<file path="config.mk">
export PLATFORM = sky130hd
export DESIGN_NAME = cmd_encod_linear_rw_flat
export DESIGN_NICKNAME = d
export VERILOG_FILES = /design/src/rtl/cmd_encod_linear_rw_if.sv /design/src/rtl/cmd_encod_linear_rw.sv /design/src/flat_wrapper.sv
export SDC_FILE = /design/constraint.sdc
export NUM_CORES = 1
export LEC_CHECK = 0
export CAP_MARGIN = 30
export CORE_MARGIN = 4
export CORE_UTILIZATION = 30
export CTS_BUF_LIST = sky130_fd_sc_hd__clkbuf_16
export DETAILED_ROUTE_END_ITERATION = 8
export PLACE_DENSITY_LB_ADDON = 0.12
export SYNTH_ARGS = -nofsm -noshare
export SYNTH_HDL_FRONTEND = slang
export SYNTH_SLANG_ARGS = --single-unit
</file>
<file path="constraint.sdc">
create_clock -name clk -period 4.33 [get_ports clk]
set_clock_uncertainty 0.2 [all_clocks]
set_input_delay 0.866 -clock clk [delete_from_list [all_inputs] [get_ports clk]]
set_output_delay 0.866 -clock clk [all_outputs]
set_load 0.005 [all_outputs]
</file>
<file path="src/rtl/cmd_encod_linear_rw_if.sv">
// Request/command bundle between the channel arbiter, the linear
// read/write command encoder and the memory-controller sequencer.
interface cmd_encod_linear_rw_if #(
  parameter int ADDRESS_NUMBER = 15,
  parameter int COLADDR_NUMBER = 10,
  parameter int NUM_XFER_BITS  = 6
);
  logic [2:0]                bank_in;
  logic [ADDRESS_NUMBER-1:0] row_in;
  logic [COLADDR_NUMBER-4:0] start_col;
  logic [NUM_XFER_BITS-1:0]  num128_in;
  logic                      skip_next_page_in;
  logic                      wr_mode_in;
  logic                      start;
  logic                      enc_rdy;
  logic [31:0]               enc_cmd;
  logic                      enc_wr;
  logic                      enc_done;
  logic                      busy;

  // Requester/sequencer side: drives the request and accepts words.
  modport master (
    output bank_in, row_in, start_col, num128_in, skip_next_page_in,
           wr_mode_in, start, enc_rdy,
    input  enc_cmd, enc_wr, enc_done, busy
  );

  // Encoder side.
  modport slave (
    input  bank_in, row_in, start_col, num128_in, skip_next_page_in,
           wr_mode_in, start, enc_rdy,
    output enc_cmd, enc_wr, enc_done, busy
  );
endinterface

</file>
<file path="src/rtl/cmd_encod_linear_rw.sv">
// Command-sequence encoder for single-page linear DDR3 read or write
// transfers. One 32-bit command word is produced per cycle in which the
// sequencer asserts enc_rdy: ACTIVATE, RCD pause, N column bursts, tail
// pause, page-end marker, PRECHARGE, precharge pause and a done marker.
module cmd_encod_linear_rw #(
  parameter int ADDRESS_NUMBER = 15,
  parameter int COLADDR_NUMBER = 10,
  parameter int NUM_XFER_BITS  = 6,
  parameter int CMD_PAUSE_BITS = 10,
  parameter int CMD_DONE_BIT   = 10,
  parameter int RCD_PAUSE      = 1,
  parameter int RD_TAIL_PAUSE  = 1,
  parameter int WR_TAIL_PAUSE  = 2,
  parameter int PRE_PAUSE      = 2
) (
  input logic                  clk,
  input logic                  rst,
  cmd_encod_linear_rw_if.slave bus
);
  localparam int COL_W = COLADDR_NUMBER - 3;
  localparam int CNT_W = NUM_XFER_BITS + 1;

  localparam logic [2:0] RCW_SKIP = 3'd0;
  localparam logic [2:0] RCW_ACT  = 3'd4;
  localparam logic [2:0] RCW_RD   = 3'd2;
  localparam logic [2:0] RCW_WR   = 3'd3;
  localparam logic [2:0] RCW_PRE  = 3'd5;

  typedef enum logic [3:0] {
    S_IDLE, S_ACT, S_RCD, S_XFER, S_TAIL, S_PGEND, S_PRE, S_PREW, S_FIN
  } state_t;

  state_t                    state_q, state_d;
  logic [COL_W-1:0]          col_q, col_d;
  logic [CNT_W-1:0]          cnt_q, cnt_d;
  logic [2:0]                bank_q;
  logic [ADDRESS_NUMBER-1:0] row_q;
  logic                      skip_q;
  logic                      wr_q;
  logic [31:0]               cmd_q, cmd_d;
  logic                      enc_wr_q, emit_d;
  logic                      fin_q, fin_d;
  logic                      done_q;
  logic                      load_d;

  // Flag field order: odt_en, cke, sel, dq_en, dqs_en, dqs_toggle, dci,
  // buf_wr, buf_rd, nop, buf_rst. cke is always driven low.
  function automatic logic [10:0] flags(input logic odt, input logic sel,
                                        input logic dq, input logic dqs,
                                        input logic tog, input logic dci,
                                        input logic bwr, input logic brd,
                                        input logic nop, input logic brst);
    return {odt, 1'b0, sel, dq, dqs, tog, dci, bwr, brd, nop, brst};
  endfunction

  function automatic logic [31:0] pack(input logic [14:0] addr,
                                       input logic [2:0] rcw,
                                       input logic [10:0] f);
    return {addr, bank_q, rcw, f};
  endfunction

  function automatic logic [14:0] skip_addr(input logic [CMD_PAUSE_BITS-1:0] n,
                                            input logic done);
    logic [14:0] a;
    a = '0;
    a[CMD_PAUSE_BITS-1:0] = n;
    a[CMD_DONE_BIT] = done;
    return a;
  endfunction

  function automatic logic [14:0] col_addr(input logic [COL_W-1:0] c);
    logic [14:0] a;
    a = '0;
    a[COLADDR_NUMBER-1:3] = c;
    return a;
  endfunction

  function automatic logic [14:0] row_addr(input logic [ADDRESS_NUMBER-1:0] r);
    logic [14:0] a;
    a = '0;
    a[ADDRESS_NUMBER-1:0] = r;
    return a;
  endfunction

  // Next state and the word to emit; every non-idle state emits one word
  // and advances only when the sequencer accepts it.
  always_comb begin
    state_d = state_q;
    col_d   = col_q;
    cnt_d   = cnt_q;
    cmd_d   = '0;
    emit_d  = 1'b0;
    fin_d   = 1'b0;
    load_d  = 1'b0;
    case (state_q)
      S_IDLE: begin
        // fin_q still high means the done pulse is pending: stay idle.
        if (bus.start && !fin_q) begin
          load_d  = 1'b1;
          col_d   = bus.start_col;
          cnt_d   = (bus.num128_in == '0) ? CNT_W'(1 << NUM_XFER_BITS)
                                          : {1'b0, bus.num128_in};
          state_d = S_ACT;
        end
      end
      S_ACT: if (bus.enc_rdy) begin
        emit_d  = 1'b1;
        cmd_d   = pack(row_addr(row_q), RCW_ACT, '0);
        state_d = S_RCD;
      end
      S_RCD: if (bus.enc_rdy) begin
        emit_d  = 1'b1;
        cmd_d   = pack(skip_addr(CMD_PAUSE_BITS'(RCD_PAUSE), 1'b0), RCW_SKIP, '0);
        state_d = S_XFER;
      end
      S_XFER: if (bus.enc_rdy) begin
        emit_d = 1'b1;
        cmd_d  = wr_q ? pack(col_addr(col_q), RCW_WR,
                             flags(1'b1, 1'b1, 1'b1, 1'b1, 1'b1, 1'b0, 1'b0, 1'b1, 1'b1, 1'b0))
                      : pack(col_addr(col_q), RCW_RD,
                             flags(1'b0, 1'b1, 1'b0, 1'b0, 1'b0, 1'b1, 1'b1, 1'b0, 1'b1, 1'b0));
        col_d  = col_q + COL_W'(1);
        cnt_d  = cnt_q - CNT_W'(1);
        if (cnt_q == CNT_W'(1)) state_d = S_TAIL;
      end
      S_TAIL: if (bus.enc_rdy) begin
        emit_d  = 1'b1;
        cmd_d   = wr_q ? pack(skip_addr(CMD_PAUSE_BITS'(WR_TAIL_PAUSE), 1'b0), RCW_SKIP,
                              flags(1'b1, 1'b1, 1'b1, 1'b1, 1'b0, 1'b0, 1'b0, 1'b0, 1'b0, 1'b0))
                       : pack(skip_addr(CMD_PAUSE_BITS'(RD_TAIL_PAUSE), 1'b0), RCW_SKIP,
                              flags(1'b0, 1'b1, 1'b0, 1'b0, 1'b0, 1'b1, 1'b0, 1'b0, 1'b0, 1'b0));
        state_d = S_PGEND;
      end
      S_PGEND: if (bus.enc_rdy) begin
        emit_d  = 1'b1;
        cmd_d   = pack(skip_addr('0, 1'b0), RCW_SKIP,
                       flags(wr_q, !wr_q, 1'b0, 1'b0, 1'b0, !wr_q, 1'b0, 1'b0, 1'b0, !skip_q));
        state_d = S_PRE;
      end
      S_PRE: if (bus.enc_rdy) begin
        emit_d  = 1'b1;
        cmd_d   = pack(row_addr(row_q), RCW_PRE,
                       flags(1'b0, 1'b0, 1'b0, 1'b0, 1'b0, !wr_q, 1'b0, 1'b0, 1'b0, 1'b0));
        state_d = S_PREW;
      end
      S_PREW: if (bus.enc_rdy) begin
        emit_d  = 1'b1;
        cmd_d   = pack(skip_addr(CMD_PAUSE_BITS'(PRE_PAUSE), 1'b0), RCW_SKIP,
                       flags(1'b0, 1'b0, 1'b0, 1'b0, 1'b0, !wr_q, 1'b0, 1'b0, 1'b0, 1'b0));
        state_d = S_FIN;
      end
      S_FIN: if (bus.enc_rdy) begin
        emit_d  = 1'b1;
        fin_d   = 1'b1;
        cmd_d   = pack(skip_addr('0, 1'b1), RCW_SKIP, '0);
        state_d = S_IDLE;
      end
      default: state_d = S_IDLE;
    endcase
  end

  // Control state, counters and registered outputs; enc_cmd holds on stalls.
  always_ff @(posedge clk) begin
    if (rst) begin
      state_q  <= S_IDLE;
      col_q    <= '0;
      cnt_q    <= '0;
      cmd_q    <= '0;
      enc_wr_q <= 1'b0;
      fin_q    <= 1'b0;
      done_q   <= 1'b0;
    end else begin
      state_q  <= state_d;
      col_q    <= col_d;
      cnt_q    <= cnt_d;
      enc_wr_q <= emit_d;
      fin_q    <= fin_d;
      done_q   <= fin_q;
      if (emit_d) cmd_q <= cmd_d;
    end
  end

  // Request parameters, captured once per accepted start.
  always_ff @(posedge clk) begin
    if (load_d) begin
      bank_q <= bus.bank_in;
      row_q  <= bus.row_in;
      skip_q <= bus.skip_next_page_in;
      wr_q   <= bus.wr_mode_in;
    end
  end

  assign bus.enc_cmd  = cmd_q;
  assign bus.enc_wr   = enc_wr_q;
  assign bus.enc_done = done_q;
  assign bus.busy     = (state_q != S_IDLE) || fin_q;
endmodule

</file>
<file path="src/flat_wrapper.sv">
// flat-port wrapper written by rule: the top's interface ports become plain ports
module cmd_encod_linear_rw_flat 
#(
  parameter int ADDRESS_NUMBER = 15,
  parameter int COLADDR_NUMBER = 10,
  parameter int NUM_XFER_BITS  = 6,
  parameter int CMD_PAUSE_BITS = 10,
  parameter int CMD_DONE_BIT   = 10,
  parameter int RCD_PAUSE      = 1,
  parameter int RD_TAIL_PAUSE  = 1,
  parameter int WR_TAIL_PAUSE  = 2,
  parameter int PRE_PAUSE      = 2
)
  (clk, rst, bus_bank_in, bus_row_in, bus_start_col, bus_num128_in, bus_skip_next_page_in, bus_wr_mode_in, bus_start, bus_enc_rdy, bus_enc_cmd, bus_enc_wr, bus_enc_done, bus_busy);
  cmd_encod_linear_rw_if #(.ADDRESS_NUMBER(ADDRESS_NUMBER), .COLADDR_NUMBER(COLADDR_NUMBER), .NUM_XFER_BITS(NUM_XFER_BITS)) bus_i ();
  input logic clk;
  input logic rst;
  input wire logic [$bits(bus_i.bank_in)-1:0] bus_bank_in;
  input wire logic [$bits(bus_i.row_in)-1:0] bus_row_in;
  input wire logic [$bits(bus_i.start_col)-1:0] bus_start_col;
  input wire logic [$bits(bus_i.num128_in)-1:0] bus_num128_in;
  input wire logic [$bits(bus_i.skip_next_page_in)-1:0] bus_skip_next_page_in;
  input wire logic [$bits(bus_i.wr_mode_in)-1:0] bus_wr_mode_in;
  input wire logic [$bits(bus_i.start)-1:0] bus_start;
  input wire logic [$bits(bus_i.enc_rdy)-1:0] bus_enc_rdy;
  output wire logic [$bits(bus_i.enc_cmd)-1:0] bus_enc_cmd;
  output wire logic [$bits(bus_i.enc_wr)-1:0] bus_enc_wr;
  output wire logic [$bits(bus_i.enc_done)-1:0] bus_enc_done;
  output wire logic [$bits(bus_i.busy)-1:0] bus_busy;
  assign bus_i.bank_in = bus_bank_in;
  assign bus_i.row_in = bus_row_in;
  assign bus_i.start_col = bus_start_col;
  assign bus_i.num128_in = bus_num128_in;
  assign bus_i.skip_next_page_in = bus_skip_next_page_in;
  assign bus_i.wr_mode_in = bus_wr_mode_in;
  assign bus_i.start = bus_start;
  assign bus_i.enc_rdy = bus_enc_rdy;
  assign bus_enc_cmd = bus_i.enc_cmd;
  assign bus_enc_wr = bus_i.enc_wr;
  assign bus_enc_done = bus_i.enc_done;
  assign bus_busy = bus_i.busy;
  cmd_encod_linear_rw #(.ADDRESS_NUMBER(ADDRESS_NUMBER), .COLADDR_NUMBER(COLADDR_NUMBER), .NUM_XFER_BITS(NUM_XFER_BITS), .CMD_PAUSE_BITS(CMD_PAUSE_BITS), .CMD_DONE_BIT(CMD_DONE_BIT), .RCD_PAUSE(RCD_PAUSE), .RD_TAIL_PAUSE(RD_TAIL_PAUSE), .WR_TAIL_PAUSE(WR_TAIL_PAUSE), .PRE_PAUSE(PRE_PAUSE)) u_core (.clk(clk), .rst(rst), .bus(bus_i));
endmodule
</file>
==> summary.md <==
| Metric | Value |
|---|---|
| Leak Pwr | `1.42 nW` |
| Post-Layout Cell Count | `about 520` |
| Worst vdd ir | `204 uV` |
| DRC | `0` |
| Post-synth top area share | `32.2%` |
| CTS clk-pin slew, worst paths | `approximately 0.06 ns` |
| Die Wd | `109 microns` |
| Full die area | `11800 sq um` |
| Tmin final | `3.03 ns` |
| Internal Pwr Total | `about 1.3 mW` |
| Hold Crit Class | `reg2reg` |
| Mapped Cells | `324` |
| Num CTS Buffers | `9` |
| Root Driver | `clkbuf_16` |
| Register bit total from synthesis | `just under 70` |
| WP data required | `3.26 ns` |
| Hold endpoint | `u_core.bus.enc_cmd[29]` |
| Dpl hpwl | `5500 microns` |
| Crit path max-delay cell type | `nor3_1` |
| Drt first pass iters | `4` |
| Reg2Reg Launch Point | `u_core.state_q[1]` |
| Hold path depth | `2` |
| Placer Congestion | `0.771` |
| DR WL/cell | `15.2 microns` |
| Sw frac | `28.0%` |
| Max Buffers Root-to-Sink | `2` |
| Worst-margin pin slew | `around 0.94 ns` |
| Critical path's largest stage delay | `0.56 ns` |
| Initial antenna violation count | `0` |
| DRT iter0 DRCs | `69` |
| I/O Pins | `72` |
| Period utilisation layout | `70.0%` |
| Reg power frac | `44.2%` |
| R2r setup slk | `between 1 and 1.5 ns` |
| Fillcell total | `1013` |
| Share of cells above drive strength 1 | `7.22%` |
| Clk sinks | `69` |
| Max Clk Rate | `0.330 GHz` |
| Sequential-to-total area share from yosys stat | `51.9%` |
| Largest net degree at the start of global routing | `49` |
| Antenna-violating nets left | `0` |
| Final setup viols | `0` |
| Clock latency on the worst-skew pair | `approximately 0.32 ns` |
| HP Start | `u_core.bus.enc_cmd[29]` |
| Final Hold Slack | `0.249 ns` |
| RSZ-0062 raised after global routing | `false` |
| Post-CTS Setup Repair Bufs | `0` |
| Vias in the first global route | `2459` |
| CTS tree | `done` |
| DP Cell Count | `between 500 and 600` |
| Final WL | `7900 microns` |
| Ant. Diodes | `0` |
| Syn Area/Cell | `~9.4 sq um` |
| Sw power | `0.488 mW` |
| CTS Hold Buffers Added | `0` |
| Reg-to-Reg End | `u_core.bus.enc_cmd[25]` |
| Rel. slew slack | `between 30% and 40%` |
| First-pass GRT wire length | `12500 microns` |
| Row count | `36` |
| Total Nets Final | `~420` |
| Utilization after layout | `41.6%` |
| Max Cap Viol | `0` |
| CP Launch Type | `flip-flop` |
| Number of synthesized flops with an enable pin | `20` |
| Core area | `a little under 10000 sq um` |
| Netlist cell types | `51` |
| P&R area growth vs syn | `34.0%` |
| Cell chain of the critical path | `nor3_1 -> nand3_1 -> clkdlybuf4s50_1` |
| Area of the multi-input gates | `1280 sq um` |
| Pins over their slew limit | `0` |
| Reg area | `1580 sq um` |
| Worst Path Buf+Inv | `1` |
| Crit path max-delay family | `simple AND/OR/NAND/NOR gates` |
| Grt ovf | `0` |
| Ys flop type | `dfxtp_1` |
| Initial Util | `approximately 31%` |
| PD cells | `427 nW/um^2` |
| Largest area contributor in the netlist | `dfxtp_1` |
| CP Class | `reg2out` |
| Setup tns final | `0 ns` |
| Logic pwr share | `16.2%` |
| Syn_nets | `364` |
| Worst R2R Path Depth | `4` |
| Via density | `4.92` |
| Synth async-reset ratio | `0%` |
| Port Buf Inserts | `70` |
| Synth warn | `0` |
| GRT Overall Usage | `13.7%` |
| Critical path peak fanout | `18` |
| Die Y | `between 100 and 150 microns` |
| Synth area leaders | `dfxtp_1 32%, edfxtp_1 20%, a21oi_1 3.9%` |
| CP Data Arrival Time | `about 2.0 ns` |
| CP endpoint kind | `output port` |
| Via count | `2563` |
| CTS HTree Levels | `3` |
| Fin. Hold Viols | `0` |
| CTS resizes | `0` |
| Status | `finished clean` |
| Synthesized area | `3050 sq um` |
| Clk network pwr share | `between 30% and 40%` |
[power by group through the flow]
stage	combinational, mW	clock [mW]	sequential, mW
after global routing	0.315	0.738	0.780
after detailed placement	0.285	0	0.785
final	0.282	0.691	0.771
after floorplan	0.175	0	0.768
after global placement	0.281	0	0.786
after CTS	0.286	0.712	0.771
[kinds of logic after synthesis]
group | count (synthesis) | synth area share, %
simple gates | 127 | 21.9
compound gates | 87 | 18.5
flops | 69 | 51.9
buf+inv | 37 | 6.28
fa+ha+maj | 3 | 1.23
other cells | 1 | 0.123
[flip-flops by register name (all words and copies together), names as in the netlist]
signal,cells
u_core.bank_q,3
u_core.bus.enc_done,1
u_core.row_q,15
u_core.wr_q,1
u_core.bus.enc_wr,1
u_core.col_q,7
u_core.bus.enc_cmd,28
u_core.cnt_q,7
u_core.fin_q,1
u_core.skip_q,1
u_core.state_q,4
[cell usage in the layout, fill, tap and decap left out, types with 4 or more instances in the layout]
master and count:
clkdlybuf4s50_1 69, a22oi_1 6, nor3b_1 7, nand2_1 30, a221oi_1 7, nor2_1 30
nand3_1 10, and2_1 6, a21oi_1 24, buf_4 6, dfxtp_1 49, and3_1 6
a31oi_1 4, clkbuf_16 9, inv_1 9, o21ai_0 22, nor3_1 11, edfxtp_1 20
[layer usage]
layer | vias to the layer above | part of all wire [%] | GRT usage (%) | wire length [microns]
met5 | - | 0 | 0 | 0
li1 | 1296 | - | - | -
met4 | 0 | 1.5 | 4.51 | 119
met1 | 1202 | 46 | 17.5 | 3600
met3 | 8 | 4.2 | 3.91 | 335
met2 | 57 | 49 | 22.2 | 3840
[how the worst max path moves through the flow]
stage / start / to / slack (ns) / depth (start not counted)
floorplan: u_core.state_q[2] / u_core.cnt_q[6] / 1.22 / 5
global placement: bus_enc_rdy / u_core.bus.enc_cmd[10] / 1.35 / 4
detailed placement: bus_enc_rdy / u_core.bus.enc_cmd[10] / 1.31 / 4
CTS: u_core.state_q[2] / bus_busy / 1.28 / 3
global route: u_core.state_q[0] / u_core.bus.enc_cmd[25] / 1.10 / 4
finish: u_core.state_q[1] / bus_busy / 1.30 / 3
[through the flow]
step,cell area [sq um],setup slack (ns),power (mW)
global placement,3790,1.35,1.07
detailed placement,3800,1.31,1.07
CTS,4080,1.28,1.77
finish,4080,1.30,1.74
floorplan,3050,1.22,0.943
global route,4080,1.10,1.83
[Yosys cell counts, types with 2 or more instances]
cell,count
buf_2,8
edfxtp_1,20
nand4bb_1,3
a32oi_1,2
a311oi_1,2
nor3_1,11
and3_1,6
nor4b_1,2
clkbuf_1,11
or3_1,3
or4_1,3
nor2b_1,3
nand2_1,30
o211ai_1,3
and2_1,6
a21boi_0,3
a221oi_1,7
buf_6,3
o2bb2ai_1,2
nand3_1,10
ha_1,3
o21ai_0,22
a211o_1,2
nand4_1,2
a22oi_1,6
nand2b_1,3
buf_4,5
nor3b_1,8
a21o_1,2
dfxtp_1,49
nor2_1,30
a31oi_1,4
inv_1,9
a21oi_1,24
[cell type report]
class | count | area share [%]
sequential | 69 | 38.7
timing repair buffer | 76 | 18.1
inverter | 9 | 0.827
multi-input combinational | 218 | 31.3
clock buffer | 9 | 5.51
tap | 133 | 4.07
clock inverter | 7 | 1.41
[worst register-to-register path, stage by stage (launching register included)]
cell	delay, ns
dfxtp_1	0.67
nand4bb_1	0.71
nor2_1	0.84
a221oi_1	0.22
nor3_1	0.20
Power figures use the tool's default switching activity.
